File: config.mk
export PLATFORM = sky130hd
export DESIGN_NAME = baud_tick_gen
export DESIGN_NICKNAME = d
export VERILOG_FILES = /design/src/rtl/baud_pkg.sv /design/src/rtl/baud_div_lut.sv /design/src/rtl/baud_tick_gen.sv
export SDC_FILE = /design/constraint.sdc
export NUM_CORES = 1
export LEC_CHECK = 0
export BUFFER_PORTS_ARGS = -buffer_cell sky130_fd_sc_hd__buf_2
export CORE_ASPECT_RATIO = 0.6
export CORE_MARGIN = 5
export CORE_UTILIZATION = 61
export DETAILED_ROUTE_END_ITERATION = 10
export GPL_TIMING_DRIVEN = 0
export PLACE_DENSITY = 0.77
export REMOVE_ABC_BUFFERS = 1
export SYNTH_ARGS = -nofsm -noshare
export SYNTH_HDL_FRONTEND = slang
export SYNTH_SLANG_ARGS = --single-unit
File: constraint.sdc
create_clock -name clk -period 3.57 [get_ports clk]
set_input_delay 0.357 -clock clk [delete_from_list [all_inputs] [get_ports clk]]
set_output_delay 0.357 -clock clk [all_outputs]
set_load 0.02 [all_outputs]
File: src/rtl/baud_pkg.sv
// Baud-rate table and round-half-up divisor helper for the UART timebase.
// Shared by baud_div_lut and baud_tick_gen (BAUD_EXT_DIV_EN adds the external-divisor select).
package baud_pkg;

  localparam int unsigned NUM_RATES = 12;
  localparam int unsigned SEL_W     = 4;

  // Highest table index, and the code reserved for the external divisor / reset value
  localparam logic [SEL_W-1:0] SEL_MAX = 4'd11;
  localparam logic [SEL_W-1:0] SEL_EXT = 4'hF;

  localparam int unsigned BAUD_TABLE [NUM_RATES] = '{
    300, 1200, 2400, 4800, 9600, 19200,
    38400, 57600, 115200, 230400, 460800, 921600
  };

  function automatic int unsigned div_of(input int unsigned clk_hz,
                                         input int unsigned baud);
    if (baud == 0) return 0;
    return (clk_hz + baud / 2) / baud;
  endfunction

endpackage

File: src/rtl/baud_div_lut.sv
// Combinational baud select -> divisor lookup; table is fixed at elaboration.
// With BAUD_EXT_DIV_EN, select code 15 passes ext_div through.
module baud_div_lut
  import baud_pkg::*;
#(
  parameter int unsigned CLK_HZ = 100_000_000,
  parameter int unsigned CNT_W  = 19
) (
  input  logic [SEL_W-1:0] sel,
`ifdef BAUD_EXT_DIV_EN
  input  logic [CNT_W-1:0] ext_div,
`endif
  output logic [CNT_W-1:0] div_c,
  output logic             valid_c
);

  logic [CNT_W-1:0] div_tbl [NUM_RATES];

  for (genvar i = 0; i < NUM_RATES; i++) begin : g_rate
    localparam int unsigned DIV = div_of(CLK_HZ, BAUD_TABLE[i]);
    assign div_tbl[i] = CNT_W'(DIV);
  end

  always_comb begin
    div_c   = '0;
    valid_c = 1'b0;
    if (sel <= SEL_MAX) begin
      div_c   = div_tbl[sel];
      valid_c = 1'b1;
    end
`ifdef BAUD_EXT_DIV_EN
    else if (sel == SEL_EXT) begin
      div_c   = ext_div;
      valid_c = (ext_div != '0);
    end
`endif
  end

endmodule

File: src/rtl/baud_tick_gen.sv
// UART bit-time counter producing registered bit, mid-bit and oversample strobes.
// Define BAUD_EXT_DIV_EN to add the ext_div input selectable with baud_sel 15.
module baud_tick_gen
  import baud_pkg::*;
#(
  parameter int unsigned CLK_HZ     = 100_000_000,
  parameter int unsigned CNT_W      = 19,
  parameter int unsigned OVERSAMPLE = 16
) (
  input  logic             clk,
  input  logic             reset_n,
  input  logic [SEL_W-1:0] baud_sel,
  input  logic             en,
  input  logic             restart,
`ifdef BAUD_EXT_DIV_EN
  input  logic [CNT_W-1:0] ext_div,
`endif
  output logic [CNT_W-1:0] k,
  output logic             valid,
  output logic             bit_tick,
  output logic             half_tick,
  output logic             os_tick
);

  logic [SEL_W-1:0] sel_q;
  logic [CNT_W-1:0] cnt, os_cnt;
  logic [CNT_W-1:0] lut_div;
  logic             lut_valid;

  logic             apply, reload;
  logic [CNT_W-1:0] os_div, half_div, k_m1, half_m1, os_m1;

  logic [CNT_W-1:0] k_d, cnt_d, os_cnt_d;
  logic             valid_d, bit_d, half_d, os_d;

  baud_div_lut #(
    .CLK_HZ (CLK_HZ),
    .CNT_W  (CNT_W)
  ) u_lut (
    .sel     (baud_sel),
`ifdef BAUD_EXT_DIV_EN
    .ext_div (ext_div),
`endif
    .div_c   (lut_div),
    .valid_c (lut_valid)
  );

  // A changed select re-applies the table; the external divisor also reloads on restart
  always_comb begin
    apply = (baud_sel != sel_q);
`ifdef BAUD_EXT_DIV_EN
    reload = apply || restart;
`else
    reload = apply;
`endif
  end

  // Compare points derived from the active divisor, each floored at one clock
  always_comb begin
    os_div = k / CNT_W'(OVERSAMPLE);
    if (os_div == '0) os_div = CNT_W'(1);
    half_div = k >> 1;
    if (half_div == '0) half_div = CNT_W'(1);
    k_m1    = k - CNT_W'(1);
    half_m1 = half_div - CNT_W'(1);
    os_m1   = os_div - CNT_W'(1);
  end

  always_comb begin
    k_d      = k;
    valid_d  = valid;
    cnt_d    = cnt;
    os_cnt_d = os_cnt;
    bit_d    = 1'b0;
    half_d   = 1'b0;
    os_d     = 1'b0;

    if (reload) begin
      k_d     = lut_div;
      valid_d = lut_valid;
    end

    if (apply || restart) begin
      cnt_d    = '0;
      os_cnt_d = '0;
    end else if (en && valid) begin
      bit_d    = (cnt == k_m1);
      half_d   = (cnt == half_m1);
      os_d     = (os_cnt == os_m1);
      cnt_d    = bit_d ? '0 : cnt + CNT_W'(1);
      os_cnt_d = (bit_d || os_d) ? '0 : os_cnt + CNT_W'(1);
    end
  end

  always_ff @(posedge clk) begin
    if (!reset_n) begin
      sel_q     <= SEL_EXT;
      k         <= '0;
      valid     <= 1'b0;
      cnt       <= '0;
      os_cnt    <= '0;
      bit_tick  <= 1'b0;
      half_tick <= 1'b0;
      os_tick   <= 1'b0;
    end else begin
      sel_q     <= baud_sel;
      k         <= k_d;
      valid     <= valid_d;
      cnt       <= cnt_d;
      os_cnt    <= os_cnt_d;
      bit_tick  <= bit_d;
      half_tick <= half_d;
      os_tick   <= os_d;
    end
  end

endmodule

==> summary.md, run 1 <==
| Metric | Value |
|---|---|
| Synth unique cells | `between 70 and 80` |
| # diodes | `0` |
| Final HPWL DP | `between 9000 and 10000 µm` |
| CTS Sinks | `64` |
| Clock-pin transition on the worst setup and hold timing paths | `~0.06 ns` |
| Final WL | `13830 µm` |
| GRT overflow | `0` |
| Initial DRC count | `around 580` |
| Remaining DRCs | `0` |
| Worst Path Arrival | `around 3.6 ns` |
| I/O Buffers | `29` |
| Final Hold Viols | `0` |
| Chip Height | `79.34 µm` |
| CP top delay family | `simple AND/OR/NAND/NOR gates` |
| Crit Path Max Fanout | `11` |
| CP max-delay cell | `or4_4` |
| CP endpoint kind | `register` |
| Max Cap Viol | `0` |
| Hold Crit Depth | `3` |
| Total die area | `between 9000 and 10000 µm²` |
| Final Skew | `roughly 0.0054 ns` |
| CTS buffer count | `9` |
| #FFs+latches synth | `64` |
| Placed instance area | `about 4900 µm²` |
| First-pass GRT wire length | `roughly 22000 µm` |
| Vias per cell | `6.355` |
| Vias in the first global route | `just over 4000` |
| Slew headroom | `between 30% and 40%` |
| Levels on crit path | `11` |
| Avg Inst Size Synth | `slightly above 8 µm²` |
| Commonest non-fill, non-tap cell in the layout | `nor2_1` |
| Leakage | `roughly 2.1 nW` |
| Post-Syn Area | `4888 µm²` |
| Worst endpoint required time | `~3.8 ns` |
| Worst-Skew Late Latency | `0.34 ns` |
| Number of routed nets with antenna violations | `0` |
| Tightest hold margin | `roughly 0.37 ns` |
| CP cell instances | `nor4_4 -> and4_2 -> nor2_1 -> ha_1 -> nor3b_2 -> a211oi_1 -> a41oi_1 -> or4_4 -> nor3_4 -> buf_4 -> nor3_1` |
| Largest net degree at the start of global routing | `35` |
| Final core occ | `approximately two thirds` |
| Cell Rows | `25` |
| Die Width | `~130 µm` |
| Min cycle time layout | `approximately 3.4 ns` |
| Worst hold path class | `input pin to register` |
| Nets | `620` |
| Number of flops mapped to enable cells by yosys | `0` |
| Max-slew violation count | `0` |
| Dpl ws | `-0.4646 ns` |
| P per Cell Area | `between 400 and 500 nW/µm²` |
| R2R depth | `11` |
| Prevailing post-synth register cell | `dfxtp_1` |
| Root Buffer | `clkbuf_16` |
| Vias | `4544` |
| Post-synthesis sequential area ratio | `a little over a quarter` |
| Placer Congestion | `around 0.95` |
| Clk buf depth | `2` |
| Post-Synthesis Cells | `604` |
| CP peak stage delay | `0.58 ns` |
| IO Pins | `31` |
| Initial core utilization | `between 60% and 70%` |
| Htree depth | `3` |
| Layout Cell Area excl Fill | `about 5300 µm²` |
| Final period util | `about 96%` |
| Setup TNS | `0 ns` |
| All-Layer GR Usage | `around 28%` |
| Initial antenna violation count | `0` |
| DRT Pass-1 Iters | `6` |
| Most frequent cells in the layout | `nor2_1 (58), dfxtp_1 (54), xnor2_1 (52)` |
| Synth Warn # | `0` |
| Max Clk Rate | `~290 MHz` |
| Layout area overhead | `8.446%` |
| Wire length per cell | `between 15 and 20 µm` |
| Worst IR Drop VDD | `roughly 0.25 mV` |
| Slew @ Worst Pin | `roughly 1.0 ns` |
| Critical path class | `register to register` |
| Endpoints failing setup | `0` |
| Core ar. | `7851 µm²` |
| CTS tree | `yes` |
| Setup slack after layout | `0.1549 ns` |
| Share of cells above drive strength 1 | `~16%` |
| Asr flop ratio synth | `0%` |
| WP buf/inv | `1` |
| Setup crit start kind | `register` |
| Run status | `complete, no violations` |
-- where the power goes --
part / switching (mW) / internal [mW]
Sequential: 0.0539 / 0.732
Clock: 0.320 / 0.630
Combinational: 0.334 / 0.213
Total: 0.708 / 1.57
-- through the flow --
step	total power, mW	cells
2_1_floorplan	1.167	556
5_1_grt	2.364	715
4_1_cts	2.255	713
6_report	2.283	715
3_5_place_dp	1.307	694
3_3_place_gp	1.294	693
-- worst register-to-register path, delay by kind of cell, from the launching register on --
kind / cells / cell delay [ns]
AOI/OAI and AO/OA: 2 / 0.34
DFF: 1 / 0.48
adders and majority gates: 1 / 0.27
buffers and inverters: 1 / 0.22
and+or+nand+nor: 7 / 2.00
-- cell families (layout without fill, tap and decap cells) --
kind of cell,Yosys count,after routing,synth area share [%]
buf+inv,68,70,7.090
flops,64,64,26.21
compound gates,88,88,12.47
mux,15,15,3.122
xor+xnor,100,100,17.92
other cells,1,1,0.07671
simple gates,258,259,30.56
fa+ha+maj,10,10,2.560
-- what timing repair did --
item                                   in CTS  in global routing
buffers inserted                            2                  2
hold buffers                                0                  0
resized for setup                           2                 11
gates cloned                                1                  0
setup endpoints to repair                  18                 19
pin swaps                                   3                  2
endpoints found under the hold margin       0                  0
-- state kept, by name, summed over array words and instances (netlist names) --
signal and cells:
valid 1, cnt 19, sel_q 4, k 18, bit_tick 1, os_cnt 19, os_tick 1, half_tick 1
-- per-layer routing --
| layer | share of wire, % | up-vias | GRT usage, % |
|---|---|---|---|
| met3 | 9.7 | 31 | 8.266 |
| met5 | 0.56 | - | 6.417 |
| met1 | 48 | 2189 | 40.08 |
| met4 | 1.4 | 2 | 6.385 |
| met2 | 40 | 203 | 39.66 |
| li1 | - | 2119 | - |
-- final timing paths --
path / start / end / slack, ns
worst min register to register: os_cnt[17] / os_cnt[17] / 0.55
worst max-delay path: k[9] / os_cnt[3] / 0.15
worst min-delay path: restart / cnt[1] / 0.37
worst max register to register: k[9] / os_cnt[3] / 0.15
-- area by class of cell --
cell class | instances | area, µm²
clock buffers | 13 | 250.2
clock inverters | 3 | 65.06
fillers | 673 | 2550
inverters | 20 | 75.07
multi-input cells | 473 | 3287
flip-flops and latches | 64 | 1294
well taps | 108 | 135.1
repair buffers | 34 | 195.2
-- synth_stat cells, drive strengths merged (16+ instances only) --
cell type  number  area, µm²
buf            26      187.7
nand2          43      161.4
o21ai          23      118.9
xor2           48      420.4
inv            19      71.32
nor4           16      166.4
xnor2          52      455.4
a21oi          17      88.84
dfxtp          64       1281
nor3           38      267.8
nor2           58      217.7
clkbuf         22      83.83
nand3          26      135.1
nand4          18      112.6
No activity file was read; power rests on OpenSTA's default activity.
==> inputs of run 2 (changes only) <==
--- a/config.mk
+++ b/config.mk
@@ -11,7 +11,7 @@
 export CORE_UTILIZATION = 61
 export DETAILED_ROUTE_END_ITERATION = 10
 export GPL_TIMING_DRIVEN = 0
-export PLACE_DENSITY = 0.77
+export PLACE_DENSITY = 0.8
 export REMOVE_ABC_BUFFERS = 1
 export SYNTH_ARGS = -nofsm -noshare
 export SYNTH_HDL_FRONTEND = slang
==> run 2 against run 1 <==
Hold slack better by 0.0010 ns. Global-route usage is 1.5 points higher. Die area stayed put. Wire length rose by 3.5%. Critical path depth unchanged. Clock-buffer cell count is 2 lower. Sequential cell count did not move. Cell area up 0.64%. Worst setup slack worse by 0.070 ns. Clock power shrank 8.7%. Maximum frequency down 2.0%. Critical endpoint is now os_cnt[5]. Largest cell class unchanged. Largest power group unchanged.
==> summary.md, run 2 (same netlist as run 1, synthesis figures left out) <==
| Metric | Value |
|---|---|
| Max-slew violation count | `0 (unchanged)` |
| # diodes | `0 (unchanged)` |
| Worst path most repeated cell | `nor3_1` |
| Nets | `624 (was 620)` |
| Setup crit start kind | `register (unchanged)` |
| DR WL met3 | `1907 µm (was 1348 µm)` |
| Most frequent cells in the layout | `nor2_1 (58), dfxtp_1 (57), xnor2_1 (52) (was nor2_1 (58), dfxtp_1 (54), xnor2_1 (52))` |
| Run status | `complete, no violations (unchanged)` |
| DRT Pass-1 Iters | `5 (was 6)` |
| Die Width | `125.6 µm (unchanged)` |
| Reg-to-reg endpoint | `os_cnt[5] (was os_cnt[3])` |
| Number of routed nets with antenna violations | `0 (unchanged)` |
| R2R depth | `11 (unchanged)` |
| Timing startpoint of the critical path | `k[7] (was k[9])` |
| Critical path class | `register to register (unchanged)` |
| Largest net degree at the start of global routing | `37 (was 35)` |
| Total die area | `9963 µm² (unchanged)` |
| Top sig layer | `met4 (was met5)` |
| I/O Buffers | `29 (unchanged)` |
| Root Buffer | `clkbuf_16 (unchanged)` |
| Combinational Power Share | `25.1% (was 24.0%)` |
| IO Pins | `31 (unchanged)` |
| Sequential share of power | `35.6% (was 34.4%)` |
| All-Layer GR Usage | `29.19% (was 27.71%)` |
| Fin cells | `718 (was 715)` |
| Sw Share | `32.07% (was 31.01%)` |
| Remaining DRCs | `0 (unchanged)` |
| Worst-Skew Late Latency | `0.34 ns (about the same)` |
| Endpoints failing setup | `0 (unchanged)` |
| Top Registers | `cnt x19, os_cnt x19, k x18 (unchanged)` |
| Tot Pwr | `2.209 mW (was 2.283 mW)` |
| Worst hold path class | `input pin to register (unchanged)` |
| First-pass GRT wire length | `22850 µm (was 21860 µm)` |
| Final Skew | `0.003990 ns (was 0.005357 ns)` |
| CP max-delay cell | `or4_4 (unchanged)` |
| CTS buffer count | `9 (unchanged)` |
| NetSw | `0.7085 mW (was 0.7079 mW)` |
| Crit path capture | `os_cnt[5] (was os_cnt[3])` |
| R2R setup slack | `0.08 ns (was 0.15 ns)` |
| Setup slack after layout | `0.08476 ns (was 0.1549 ns)` |
| Fillers | `647 (was 673)` |
| CTS Hold Bufs | `0 (unchanged)` |
| Final core occ | `67.95% (was 67.52%)` |
| CTS tree | `yes (unchanged)` |
| Multi-input logic area | `3287 µm² (unchanged)` |
| Clock-pin transition on the worst setup and hold timing paths | `0.05 ns (was 0.06 ns)` |
| Final Hold Viols | `0 (unchanged)` |
| Vias | `4549 (was 4544)` |
| P per Cell Area | `414.1 nW/µm² (was 430.6 nW/µm²)` |
| Slew @ Worst Pin | `0.9180 ns (was 0.9954 ns)` |
| Core ar. | `7851 µm² (unchanged)` |
| Final HPWL DP | `10450 µm (was 9843 µm)` |
| CP endpoint kind | `register (unchanged)` |
| Layout area overhead | `9.138% (was 8.446%)` |
| Reg area | `1290 µm² (was 1294 µm²)` |
| Inst Count DP | `694 (unchanged)` |
| RR Startpoint | `k[7] (was k[9])` |
| Dpl ws | `-0.5602 ns (was -0.4646 ns)` |
| Cell Rows | `25 (unchanged)` |
| Worst endpoint required time | `3.79 ns (about the same)` |
| Crit Path Max Fanout | `18 (was 11)` |
| Share of cells above drive strength 1 | `16.56% (was 15.82%)` |
| Min cycle time layout | `3.485 ns (was 3.415 ns)` |
| Max Clk Rate | `286.9 MHz (was 292.8 MHz)` |
| Tightest hold margin | `0.3756 ns (was 0.3745 ns)` |
| CTS Sinks | `64 (unchanged)` |
| Commonest non-fill, non-tap cell in the layout | `nor2_1 (unchanged)` |
| GRT overflow | `0 (unchanged)` |
| Clock power share | `39.2% (was 41.6%)` |
| Slew headroom | `38.23% (was 32.71%)` |
| Leakage | `2.108 nW (was 2.090 nW)` |
| Initial DRC count | `632 (was 581)` |
| Placer Congestion | `1.008 (was 0.9507)` |
| Clk buf depth | `2 (unchanged)` |
| Vias in the first global route | `4208 (was 4054)` |
| Final period util | `97.63% (was 95.66%)` |
| M1 wire length | `6409 µm (was 6700 µm)` |
| CP peak stage delay | `0.58 ns (about the same)` |
| Worst IR Drop VDD | `0.2444 mV (was 0.2536 mV)` |
| Vias per cell | `6.336 (was 6.355)` |
| Chip Height | `79.34 µm (unchanged)` |
| CP cell instances | `nor3_1 -> and4_2 -> nor2_1 -> ha_1 -> nor3b_2 -> a211oi_1 -> a41oi_1 -> or4_4 -> nor3_4 -> buf_12 -> nor3_1 (was nor4_4 -> and4_2 -> nor2_1 -> ha_1 -> nor3b_2 -> a211oi_1 -> a41oi_1 -> or4_4 -> nor3_4 -> buf_4 -> nor3_1)` |
| Max Cap Viol | `0 (unchanged)` |
| Wire length per cell | `19.94 µm (was 19.34 µm)` |
| Met2 WL | `5811 µm (was 5510 µm)` |
| Initial core utilization | `62.26% (unchanged)` |
| Final WL | `14320 µm (was 13830 µm)` |
| Htree depth | `3 (unchanged)` |
| Worst Path Arrival | `3.71 ns (was 3.64 ns)` |
| Internal power | `1.501 mW (was 1.575 mW)` |
| Initial antenna violation count | `0 (unchanged)` |
[run 2: worst min-delay path by stage]
stage	start	end	slack (ns)	cells past startpoint
2_1_floorplan	reset_n	sel_q[2]	0.43	1
3_3_place_gp	os_cnt[17]	os_cnt[17]	0.53	2
3_5_place_dp	cnt[1]	cnt[1]	0.54	2
4_1_cts	restart	cnt[1]	0.36	3
5_1_grt	restart	cnt[1]	0.38	3
6_report	restart	cnt[1]	0.38	3
[run 2: worst max-delay path: cells and delay by family (launching register included)]
kind	cells	cell delay (ns)
buffers and inverters	1	0.19
and+or+nand+nor	7	2.08
DFF	1	0.44
adders and majority gates	1	0.27
AOI/OAI and AO/OA	2	0.36
[run 2: cell type report]
class	count	area share [%]
repair buffers	39	4.878
well taps	108	2.533
clock inverters	4	0.8443
flip-flops and latches	64	24.18
inverters	20	1.407
clock buffers	11	4.550
multi-input cells	472	61.61
[run 2: power by group through the flow]
stage	clock [mW]	combinational, mW	sequential, mW
after detailed placement	0	0.516	0.798
final	0.867	0.555	0.788
after global routing	0.914	0.592	0.790
after CTS	0.873	0.521	0.783
after global placement	0	0.500	0.798
after floorplan	0	0.369	0.798
[run 2: metrics by stage]
step                      setup TNS [ns]  cell area, µm²
after floorplan                   -15.92            4617
after global placement            -72.47            4897
after detailed placement          -9.272            4936
after CTS                              0            5268
after global routing             -0.1777            5335
final                                  0            5335
[run 2: what timing repair did]
action,CTS,global route
pin swaps,3,2
setup endpoints to repair,23,39
buffers inserted,4,4
gates resized for setup,1,10
[run 2: per-layer routing]
metal,vias to the layer above,GRT usage [%]
met1,2128,41.81
met4,0,6.385
met2,262,41.74
met3,30,10.55
li1,2129,-
met5,-,0
